$ cat config.mk
export PLATFORM = sky130hd
export DESIGN_NAME = reimu_shot_flat
export DESIGN_NICKNAME = d
export VERILOG_FILES = /design/src/rtl/reimu_shot_if.sv /design/src/rtl/reimu_shot.sv /design/src/flat_wrapper.sv
export SDC_FILE = /design/constraint.sdc
export NUM_CORES = 1
export LEC_CHECK = 0
export CAP_MARGIN = 10
export CORE_ASPECT_RATIO = 1.1
export CORE_UTILIZATION = 55
export CTS_CLUSTER_DIAMETER = 200
export CTS_CLUSTER_SIZE = 8
export DETAILED_ROUTE_END_ITERATION = 8
export DONT_BUFFER_PORTS = 1
export GPL_ROUTABILITY_DRIVEN = 0
export PLACE_DENSITY = 0.73
export SETUP_SLACK_MARGIN = 0.1
export SLEW_MARGIN = 0
export SYNTH_ARGS = -nofsm -noshare
export SYNTH_HDL_FRONTEND = slang
export SYNTH_SLANG_ARGS = --single-unit
$ cat constraint.sdc
create_clock -name clk22 -period 2.85 [get_ports clk22]
set_input_delay 0.57 -clock clk22 [delete_from_list [all_inputs] [get_ports clk22]]
set_output_delay 0.57 -clock clk22 [all_outputs]
set_load 0.05 [all_outputs]
$ cat src/rtl/reimu_shot_if.sv
// Player-side bundle for the shot manager: fire/position in, slot positions out.
// The master modport belongs to the player-movement stage, the slave to reimu_shot.
interface reimu_shot_if #(
    parameter int NSHOT = 4
);
    logic                  gameover;
    logic                  fire;
    logic [9:0]            reimux;
    logic [9:0]            reimuy;
    logic [NSHOT-1:0]      shot_valid;
    logic [10*NSHOT-1:0]   shot_x;
    logic [10*NSHOT-1:0]   shot_y;
    logic                  shot_fired;

    modport master (
        output gameover, fire, reimux, reimuy,
        input  shot_valid, shot_x, shot_y, shot_fired
    );

    modport slave (
        input  gameover, fire, reimux, reimuy,
        output shot_valid, shot_x, shot_y, shot_fired
    );
endinterface

$ cat src/rtl/reimu_shot.sv
// Player shot manager: spawns shots from the player position into a fixed slot
// pool, scrolls them upward each tick and retires them past the top edge.
module reimu_shot #(
    parameter int NSHOT    = 4,
    parameter int SPEED    = 4,
    parameter int COOLDOWN = 8,
    parameter int X_OFFSET = 16
) (
    input  logic        clk22,
    input  logic        rst,
    reimu_shot_if.slave bus
);
    localparam int              CW      = (COOLDOWN > 1) ? $clog2(COOLDOWN) : 1;
    localparam logic [9:0]      SPEED_V = 10'(SPEED);
    localparam logic [9:0]      XOFF_V  = 10'(X_OFFSET);
    localparam logic [CW-1:0]   CD_LOAD = CW'(COOLDOWN - 1);

    logic [NSHOT-1:0] valid;
    logic [9:0]       xs [NSHOT];
    logic [9:0]       ys [NSHOT];
    logic [CW-1:0]    cooldown;
    logic             fired;
    logic [NSHOT-1:0] spawn_mask;
    logic             spawn;

    // Lowest clear bit of valid: adding one ripples through the trailing ones.
    assign spawn_mask = ~valid & (valid + NSHOT'(1));
    assign spawn      = bus.fire && (cooldown == '0) && (|(~valid));

    always_ff @(posedge clk22 or posedge rst) begin
        if (rst) begin
            valid    <= '0;
            cooldown <= '0;
            fired    <= 1'b0;
            for (int i = 0; i < NSHOT; i++) begin
                xs[i] <= '0;
                ys[i] <= '0;
            end
        end else if (bus.gameover) begin
            valid    <= '0;
            cooldown <= '0;
            fired    <= 1'b0;
            for (int i = 0; i < NSHOT; i++) begin
                xs[i] <= '0;
                ys[i] <= '0;
            end
        end else begin
            // Spawn targets a slot that is free pre-edge, so it never collides with a move.
            for (int i = 0; i < NSHOT; i++) begin
                if (spawn && spawn_mask[i]) begin
                    valid[i] <= 1'b1;
                    xs[i]    <= bus.reimux + XOFF_V;
                    ys[i]    <= bus.reimuy;
                end else if (valid[i]) begin
                    if (ys[i] >= SPEED_V) begin
                        ys[i] <= ys[i] - SPEED_V;
                    end else begin
                        valid[i] <= 1'b0;
                    end
                end
            end
            if (spawn) begin
                cooldown <= CD_LOAD;
            end else if (cooldown != '0) begin
                cooldown <= cooldown - CW'(1);
            end
            fired <= spawn;
        end
    end

    assign bus.shot_valid = valid;
    assign bus.shot_fired = fired;

    for (genvar g = 0; g < NSHOT; g++) begin : g_out
        assign bus.shot_x[10*g +: 10] = xs[g];
        assign bus.shot_y[10*g +: 10] = ys[g];
    end
endmodule
$ cat src/flat_wrapper.sv
// flat-port wrapper written by rule: the top's interface ports become plain ports
module reimu_shot_flat 
#(
    parameter int NSHOT    = 4,
    parameter int SPEED    = 4,
    parameter int COOLDOWN = 8,
    parameter int X_OFFSET = 16
)
  (clk22, rst, bus_gameover, bus_fire, bus_reimux, bus_reimuy, bus_shot_valid, bus_shot_x, bus_shot_y, bus_shot_fired);
  reimu_shot_if #(.NSHOT(NSHOT)) bus_i ();
  input  logic clk22;
  input  logic rst;
  input wire logic [$bits(bus_i.gameover)-1:0] bus_gameover;
  input wire logic [$bits(bus_i.fire)-1:0] bus_fire;
  input wire logic [$bits(bus_i.reimux)-1:0] bus_reimux;
  input wire logic [$bits(bus_i.reimuy)-1:0] bus_reimuy;
  output wire logic [$bits(bus_i.shot_valid)-1:0] bus_shot_valid;
  output wire logic [$bits(bus_i.shot_x)-1:0] bus_shot_x;
  output wire logic [$bits(bus_i.shot_y)-1:0] bus_shot_y;
  output wire logic [$bits(bus_i.shot_fired)-1:0] bus_shot_fired;
  assign bus_i.gameover = bus_gameover;
  assign bus_i.fire = bus_fire;
  assign bus_i.reimux = bus_reimux;
  assign bus_i.reimuy = bus_reimuy;
  assign bus_shot_valid = bus_i.shot_valid;
  assign bus_shot_x = bus_i.shot_x;
  assign bus_shot_y = bus_i.shot_y;
  assign bus_shot_fired = bus_i.shot_fired;
  reimu_shot #(.NSHOT(NSHOT), .SPEED(SPEED), .COOLDOWN(COOLDOWN), .X_OFFSET(X_OFFSET)) u_core (.clk22(clk22), .rst(rst), .bus(bus_i));
endmodule
==> metrics.csv, run 1 <==
metric,value,unit
status,"complete, no violations",
Die X,88.25,µm
Max Slew Vio Count,0,
worst path arrival time,2.75,ns
Resized cells post-CTS,0,
Setup TNS,0,ns
CTS Buf Count,9,
Post-synth EDFFs,0,
synth unique cells,49,
Top delay family on crit path,simple AND/OR/NAND/NOR gates,
ant diodes,0,
"most common cell after layout, fill and taps aside",dfrtp_1,
CORE AREA,7913,µm²
fillers,705,
share of cells above drive strength 1,12.23,%
initial drt markers,271,
area grow syn2layout,10.65,%
LEAKAGE,2.143,nW
fin crit period,2.460,ns
VDD IR max,0.0004345,V
WS Path Type,reg2reg,
Die Area,8549,µm²
Power Density,783.3,nW/µm²
async set-reset flop share out of synthesis,100.0,%
critical path cell sequence,inv_1 > ha_1 > nor4b_1 > or4_1 > a311o_1 > a21oi_2,
CTS tree,yes,
number of core rows,34,
"commonest cells after routing, fill and taps aside","88 x dfrtp_1, 80 x nand2_1, 52 x nor2_1",
nets,545,
final worst setup slack,0.3896,ns
Place WS,0.4456,ns
H-Tree Level Count,3,
Mapped Area,4501,µm²
CTS Hold Bufs,0,
max-cap violation count,0,
CP max-delay cell,dfrtp_1,
number of port buffers,0,
Post-CTS Setup Bufs,0,
Yosys top cell by area,dfrtp_1,
grt ovf,0,
number of global-route vias before repair,3670,
Syn Nets,532,
synth top area cells,"dfrtp_1 49%, nand2_1 6.7%, a21oi_1 5.3%, nor2_1 4.3%, a211oi_1 3.7%",
Root Driver,clkbuf_8,
Startpoint Class,flop,
Worst Hold Class,in2async,
Worst setup EP type,flop,
WP buf/inv,1,
DR pass1 iterations,4,
Clock Skew,0.01023,ns
Mapped Cells,497,
Worst-Skew Late Latency,0.36,ns
via count,3772,
Hold Slack,0.2073,ns
count of final setup violators,0,
# IOs,109,
Register Area,2202,µm²
Max Fclk,406.4,MHz
"Clk pin slew, worst setup/hold paths",0.09,ns
Critical Path RT,3.14,ns
final wirelength,11730,µm
CTS max path bufs,2,
Rel. slew slack,44.40,%
Final Cycle Share,86.33,%
DRC viols,0,
slew at the pin closest to its max-slew limit,0.8263,ns
RSZ-0062 raised after global routing,false,
Yosys reg bits,88,
CP Max Fanout,6,
Starting Density,56.88,%
CP max stage delay,0.68,ns
YS warnings,0,
ys flop type,dfrtp_1,
dpl hpwl,8222,µm
antenna-violating nets left,0,
share of the synthesized area in the top cell type,48.93,%
DR WL/cell,18.82,µm
register area share after synthesis,48.93,%
Syn Area/Cell,9.055,µm²
Fin. Hold Viols,0,
first-pass GRT wire length,18950,µm
vias per cell,6.055,
largest net degree at the start of global routing,94,
global-route usage over all layers,28.91,%
area occupied by multi-input gates,2126,µm²
Die Y,96.88,µm
initial antenna violation count,0,
Sink Count,88,
path summary, 6_finish.rpt:
path	start	end	slack (ns)	depth (start not counted)
min	rst	u_core.bus.shot_x[39]	0.21	2
max in group asynchronous	rst	u_core.bus.shot_valid[1]	2.13	2
max	u_core.bus.shot_y[13]	u_core.bus.shot_y[13]	0.39	6
min reg2reg	u_core.bus.shot_y[22]	u_core.bus.shot_y[22]	0.56	2
max reg2reg	u_core.bus.shot_y[13]	u_core.bus.shot_y[13]	0.39	6
min in group clk22	bus_gameover	u_core.bus.shot_y[35]	0.27	1
per-layer routing:
| layer | track usage, % | up-vias | wire length [µm] |
|---|---|---|---|
| met3 | 9.130 | 22 | 1111 |
| met5 | 0 | - | 0 |
| met2 | 45.98 | 122 | 5688 |
| met1 | 37.65 | 1844 | 4698 |
| met4 | 8.437 | 0 | 229 |
| li1 | - | 1784 | - |
cells by family after synthesis:
group / Yosys count / synth area share [%]
flops: 88 / 48.93
compound gates: 121 / 17.77
simple gates: 220 / 23.74
xor+xnor: 9 / 1.752
fa+ha+maj: 11 / 3.058
buf+inv: 44 / 3.837
mux: 4 / 0.9174
where the power goes:
| group | internal (mW) | switching (mW) | leakage [nW] |
|---|---|---|---|
| Combinational | 0.414 | 0.696 | 0.827 |
| Clock | 0.493 | 0.467 | 0.101 |
| Sequential | 1.38 | 0.451 | 1.21 |
| Total | 2.29 | 1.61 | 2.14 |
cell type report:
cell class                      instances  area share (%)
Sequential cell                        88           44.22
Inverter                               14           1.131
Timing Repair Buffer                   32           4.824
Tap cell                              108           2.714
Multi-Input combinational cell        365           42.69
Clock buffer                            9           2.487
Clock inverter                          7           1.935
state kept, by name (all words and copies together) (netlist names):
| register | count |
|---|---|
| u_core.bus.shot_x | 40 |
| u_core.bus.shot_y | 40 |
| u_core.bus.shot_valid | 4 |
| u_core.cooldown | 3 |
| u_core.bus.shot_fired | 1 |
metrics by stage:
stage                     power [mW]  utilization [%]  instances  instance area, µm²
after global routing           4.108            62.93        623                4980
after global placement         2.911            60.15        607                4760
after detailed placement       2.962            60.15        607                4760
after CTS                      3.909            62.93        623                4980
after floorplan                2.707                -        497                4504
final                          3.901            62.93        623                4980
synthesized netlist by cell type (all sizes together) (2+ instances only):
cell	instances
a211oi	22
a21boi	2
a21o	8
a21oi	50
a221oi	3
a311oi	3
buf	6
clkbuf	24
dfrtp	88
ha	11
inv	14
mux2i	3
nand2	80
nand2b	4
nand3	13
nand3b	15
nor2	52
nor3	22
nor3b	5
nor4	4
nor4b	4
o21ai	20
o41ai	4
or2	4
or3	7
or4	4
xnor2	7
xor2	2
Power figures use the tool's default switching activity.
==> run 2: changes to the inputs <==
--- a/config.mk
+++ b/config.mk
@@ -13,9 +13,9 @@
 export DETAILED_ROUTE_END_ITERATION = 8
 export DONT_BUFFER_PORTS = 1
 export GPL_ROUTABILITY_DRIVEN = 0
-export PLACE_DENSITY = 0.73
+export PLACE_DENSITY = 0.79
 export SETUP_SLACK_MARGIN = 0.1
-export SLEW_MARGIN = 0
+export SLEW_MARGIN = 10
 export SYNTH_ARGS = -nofsm -noshare
 export SYNTH_HDL_FRONTEND = slang
 export SYNTH_SLANG_ARGS = --single-unit
==> metrics.csv, run 2 (same netlist as run 1, synthesis figures left out) <==
metric,value,unit
Resized cells post-CTS,0,
number of core rows,34,
antenna-violating nets left,0,
CTS tree,yes,
grt ovf,0,
Reg2Reg Depth,6,
Final Cycle Share,87.48,%
status,"complete, no violations",
Fin. Hold Viols,0,
Hold Slack,0.2228,ns
number of port buffers,0,
Root Driver,clkbuf_8,
final std cells w/o fill,623,
CP max stage delay,0.71,ns
Worst-Skew Late Latency,0.35,ns
share of cells above drive strength 1,12.04,%
CTS Hold Bufs,0,
final wirelength,11910,µm
via count,3877,
CTS max path bufs,2,
CP max-delay cell,dfrtp_1,
fillers,695,
Post-CTS Setup Bufs,0,
LEAKAGE,2.143,nW
Max Fclk,401.1,MHz
area grow syn2layout,10.56,%
RSZ-0062 raised after global routing,false,
Worst Hold Class,in2async,
WP buf/inv,1,
critical path depth in cells,6,
Worst setup EP type,flop,
"Design Area, Final",4976,µm²
DRC viols,0,
worst path arrival time,2.77,ns
vias per cell,6.223,
fin crit period,2.493,ns
WS Path Type,reg2reg,
dpl hpwl,8294,µm
Placed Cells,607,
Die X,88.25,µm
Tot Pwr,3.837,mW
critical path cell sequence,inv_1 > ha_1 > nor4b_1 > or4_1 > a311o_1 > a21oi_2,
largest net degree at the start of global routing,94,
Setup TNS,0,ns
# IOs,109,
final worst setup slack,0.3569,ns
Critical Path RT,3.13,ns
global-route usage over all layers,29.16,%
Place WS,0.3991,ns
Max Slew Vio Count,0,
slew at the pin closest to its max-slew limit,0.8722,ns
Sink Count,88,
CP Max Fanout,6,
DR WL/cell,19.12,µm
VDD IR max,0.0004638,V
"Clk pin slew, worst setup/hold paths",0.08,ns
CORE AREA,7913,µm²
H-Tree Level Count,3,
initial antenna violation count,0,
Finished Core Util,62.89,%
first-pass GRT wire length,19140,µm
Top delay family on crit path,simple AND/OR/NAND/NOR gates,
Die Y,96.88,µm
"most common cell after layout, fill and taps aside",dfrtp_1,
DR pass1 iterations,5,
Die Area,8549,µm²
Startpoint Class,flop,
initial drt markers,324,
"commonest cells after routing, fill and taps aside","88 x dfrtp_1, 80 x nand2_1, 52 x nor2_1",
CTS Buf Count,9,
number of global-route vias before repair,3750,
Rel. slew slack,41.32,%
Clock Skew,0.01248,ns
ant diodes,0,
DP Area,4772,µm²
nets,545,
max-cap violation count,0,
count of final setup violators,0,
Starting Density,56.88,%
Power Density,771.1,nW/µm²
==> run 2: final timing paths <==
| check | startpoint | to | slack [ns] |
|---|---|---|---|
| max in group asynchronous | rst | u_core.bus.shot_y[0] | 2.28 |
| max | u_core.bus.shot_y[13] | u_core.bus.shot_y[13] | 0.36 |
| min in group clk22 | bus_gameover | u_core.bus.shot_y[37] | 0.29 |
| min reg2reg | u_core.bus.shot_y[22] | u_core.bus.shot_y[22] | 0.56 |
| min | rst | u_core.bus.shot_x[39] | 0.22 |
| max reg2reg | u_core.bus.shot_y[13] | u_core.bus.shot_y[13] | 0.36 |
==> run 2: power by group <==
group	leakage [nW]	internal, mW	switching [mW]	total, mW
clock network	0.0966	0.436	0.451	0.887
logic	0.832	0.417	0.697	1.11
registers	1.21	1.38	0.455	1.84
total	2.14	2.23	1.60	3.84
==> run 2: layout make-up <==
class | count | area [µm²] | share of cell area, %
clock buffers | 11 | 141.4 | 2.841
clock inverters | 5 | 62.56 | 1.257
inverters | 14 | 56.30 | 1.132
multi-input cells | 365 | 2126 | 42.72
flip-flops and latches | 88 | 2202 | 44.25
well taps | 108 | 135.1 | 2.716
repair buffers | 32 | 252.7 | 5.079
==> run 2: routing by layer <==
metal	up-vias	track usage, %	wire length (µm)
li1	1771	-	-
met1	1938	37.55	4685
met2	147	45.80	5978
met3	21	8.618	1007
met4	0	11.41	241
met5	-	0	0
==> run 3: changes to the inputs <==
--- a/config.mk
+++ b/config.mk
@@ -14,7 +14,9 @@
 export DONT_BUFFER_PORTS = 1
 export GPL_ROUTABILITY_DRIVEN = 0
 export PLACE_DENSITY = 0.79
+export REMOVE_ABC_BUFFERS = 1
 export SETUP_SLACK_MARGIN = 0.1
+export SKIP_LAST_GASP = 1
 export SLEW_MARGIN = 10
 export SYNTH_ARGS = -nofsm -noshare
 export SYNTH_HDL_FRONTEND = slang
==> constraint.sdc (replaced) <==
create_clock -name clk22 -period 2.85 [get_ports clk22]
set_input_delay 0.1425 -clock clk22 [delete_from_list [all_inputs] [get_ports clk22]]
set_output_delay 0.1425 -clock clk22 [all_outputs]
set_load 0.05 [all_outputs]
==> metrics.csv, run 3 (same netlist as run 1, synthesis figures left out) <==
metric,value,unit
final wirelength,12240,µm
Die X,88.25,µm
LEAKAGE,2.235,nW
"most common cell after layout, fill and taps aside",dfrtp_1,
number of core rows,34,
VDD IR max,0.0003651,V
grt ovf,0,
Clock Skew,0.008612,ns
r2r setup slk,0.42,ns
# IOs,109,
CTS Buf Count,9,
final worst setup slack,0.4197,ns
Startpoint Class,flop,
nets,564,
WP buf/inv,4,
max-cap violation count,0,
dpl hpwl,8058,µm
Starting Density,56.88,%
Sink Count,88,
fin crit period,2.430,ns
CTS tree,yes,
Tot Pwr,3.966,mW
ant diodes,0,
Rel. slew slack,39.94,%
antenna-violating nets left,0,
CORE AREA,7913,µm²
Critical Path RT,3.14,ns
CP max stage delay,0.56,ns
"Clk pin slew, worst setup/hold paths",0.09,ns
vias per cell,6.087,
largest net degree at the start of global routing,91,
Post-CTS Setup Bufs,0,
hold-critical path depth,3,
CP Max Fanout,9,
DR pass1 iterations,5,
Setup TNS,0,ns
via count,3902,
Worst Hold Class,in2reg,
first-pass GRT wire length,19230,µm
worst reg2reg path endpoint,u_core.bus.shot_x[2],
worst path arrival time,2.72,ns
DR WL/cell,19.10,µm
hold path start,bus_reimuy[5],
critical path cell sequence,inv_1 > ha_1 > nand3b_1 > buf_4 > nor2_2 > buf_4 > nand2_1 > a21oi_1 > dlygate4sd3_1,
Reg2Reg Depth,9,
status,"complete, no violations",
Worst setup EP type,flop,
number of port buffers,0,
RSZ-0062 raised after global routing,false,
"commonest cells after routing, fill and taps aside","88 x dfrtp_1, 80 x nand2_1, 51 x nor2_1",
Place WS,0.4702,ns
Max Fclk,411.5,MHz
Max Slew Vio Count,0,
reg2reg start,u_core.cooldown[0],
global-route usage over all layers,29.20,%
H-Tree Level Count,3,
Top delay family on crit path,buffers and inverters,
DRC viols,0,
CTS max path bufs,2,
CP max-delay cell,dlygate4sd3_1,
initial antenna violation count,0,
WS Path Type,reg2reg,
final std cells w/o fill,641,
slew at the pin closest to its max-slew limit,0.9009,ns
number of global-route vias before repair,3813,
Placed Cells,606,
share of cells above drive strength 1,11.82,%
Power Density,764.6,nW/µm²
Die Area,8549,µm²
Fin. Hold Viols,0,
fillers,678,
Worst-Skew Late Latency,0.35,ns
Finished Core Util,65.54,%
count of final setup violators,0,
Final Cycle Share,85.27,%
Most common cell on crit path,buf_4,
hold endpoint,u_core.bus.shot_y[25],
area grow syn2layout,15.23,%
Die Y,96.88,µm
Root Driver,clkbuf_8,
initial drt markers,365,
-- run 3: how the worst max path moves through the flow --
stage,slack [ns],from,end,depth (start not counted)
final,0.42,u_core.cooldown[0],u_core.bus.shot_x[2],9
after global routing,0.21,u_core.cooldown[0],u_core.bus.shot_x[2],9
after CTS,0.36,u_core.cooldown[0],u_core.bus.shot_x[2],9
after detailed placement,0.47,u_core.bus.shot_y[13],u_core.bus.shot_y[17],7
after global placement,0.51,u_core.bus.shot_y[13],u_core.bus.shot_y[13],6
after floorplan,0.31,u_core.cooldown[0],u_core.bus.shot_y[23],7
-- run 3: stage by stage --
stage	instance area [µm²]	hold slack [ns]
6_report	5186	0.01167
5_1_grt	5186	0.02528
4_1_cts	5174	0.0002847
3_5_place_dp	4750	0.2147
3_3_place_gp	4750	0.2125
2_1_floorplan	4380	0.2056
-- run 3: what timing repair did --
| item | 4_1_cts | 5_1_grt |
|---|---|---|
| endpoints found under the setup margin | 0 | 1 |
| resized for setup | 0 | 1 |
| endpoints found under the hold margin | 137 | 1 |
| hold buffers | 19 | 1 |
-- run 3: layout make-up --
class                           count  area [µm²]  area share [%]
Clock buffer                        9       123.9           2.388
Sequential cell                    88        2202           42.46
Tap cell                          108       135.1           2.606
Timing Repair Buffer               51       450.4           8.685
Multi-Input combinational cell    365        2128           41.04
Clock inverter                      6       92.59           1.785
Inverter                           14       53.80           1.037
-- run 3: report_power, final --
part / total, mW / internal (mW) / switching, mW / leakage [nW]
logic: 1.15 / 0.434 / 0.717 / 0.918
clock network: 0.951 / 0.495 / 0.456 / 0.102
registers: 1.86 / 1.38 / 0.483 / 1.21
-- run 3: metal layers --
metal | vias up | track usage (%) | wire length (µm)
met5 | - | 0 | 0
met2 | 176 | 47.57 | 6105
met3 | 19 | 8.703 | 1202
met1 | 1894 | 36.02 | 4712
met4 | 0 | 11.17 | 223
li1 | 1813 | - | -
-- run 3: worst min-delay path, delay by kind of cell --
family / cells / cell delay (ns)
AO/OA/AOI/OAI: 2 / 0.15
AND/OR/NAND/NOR: 1 / 0.04
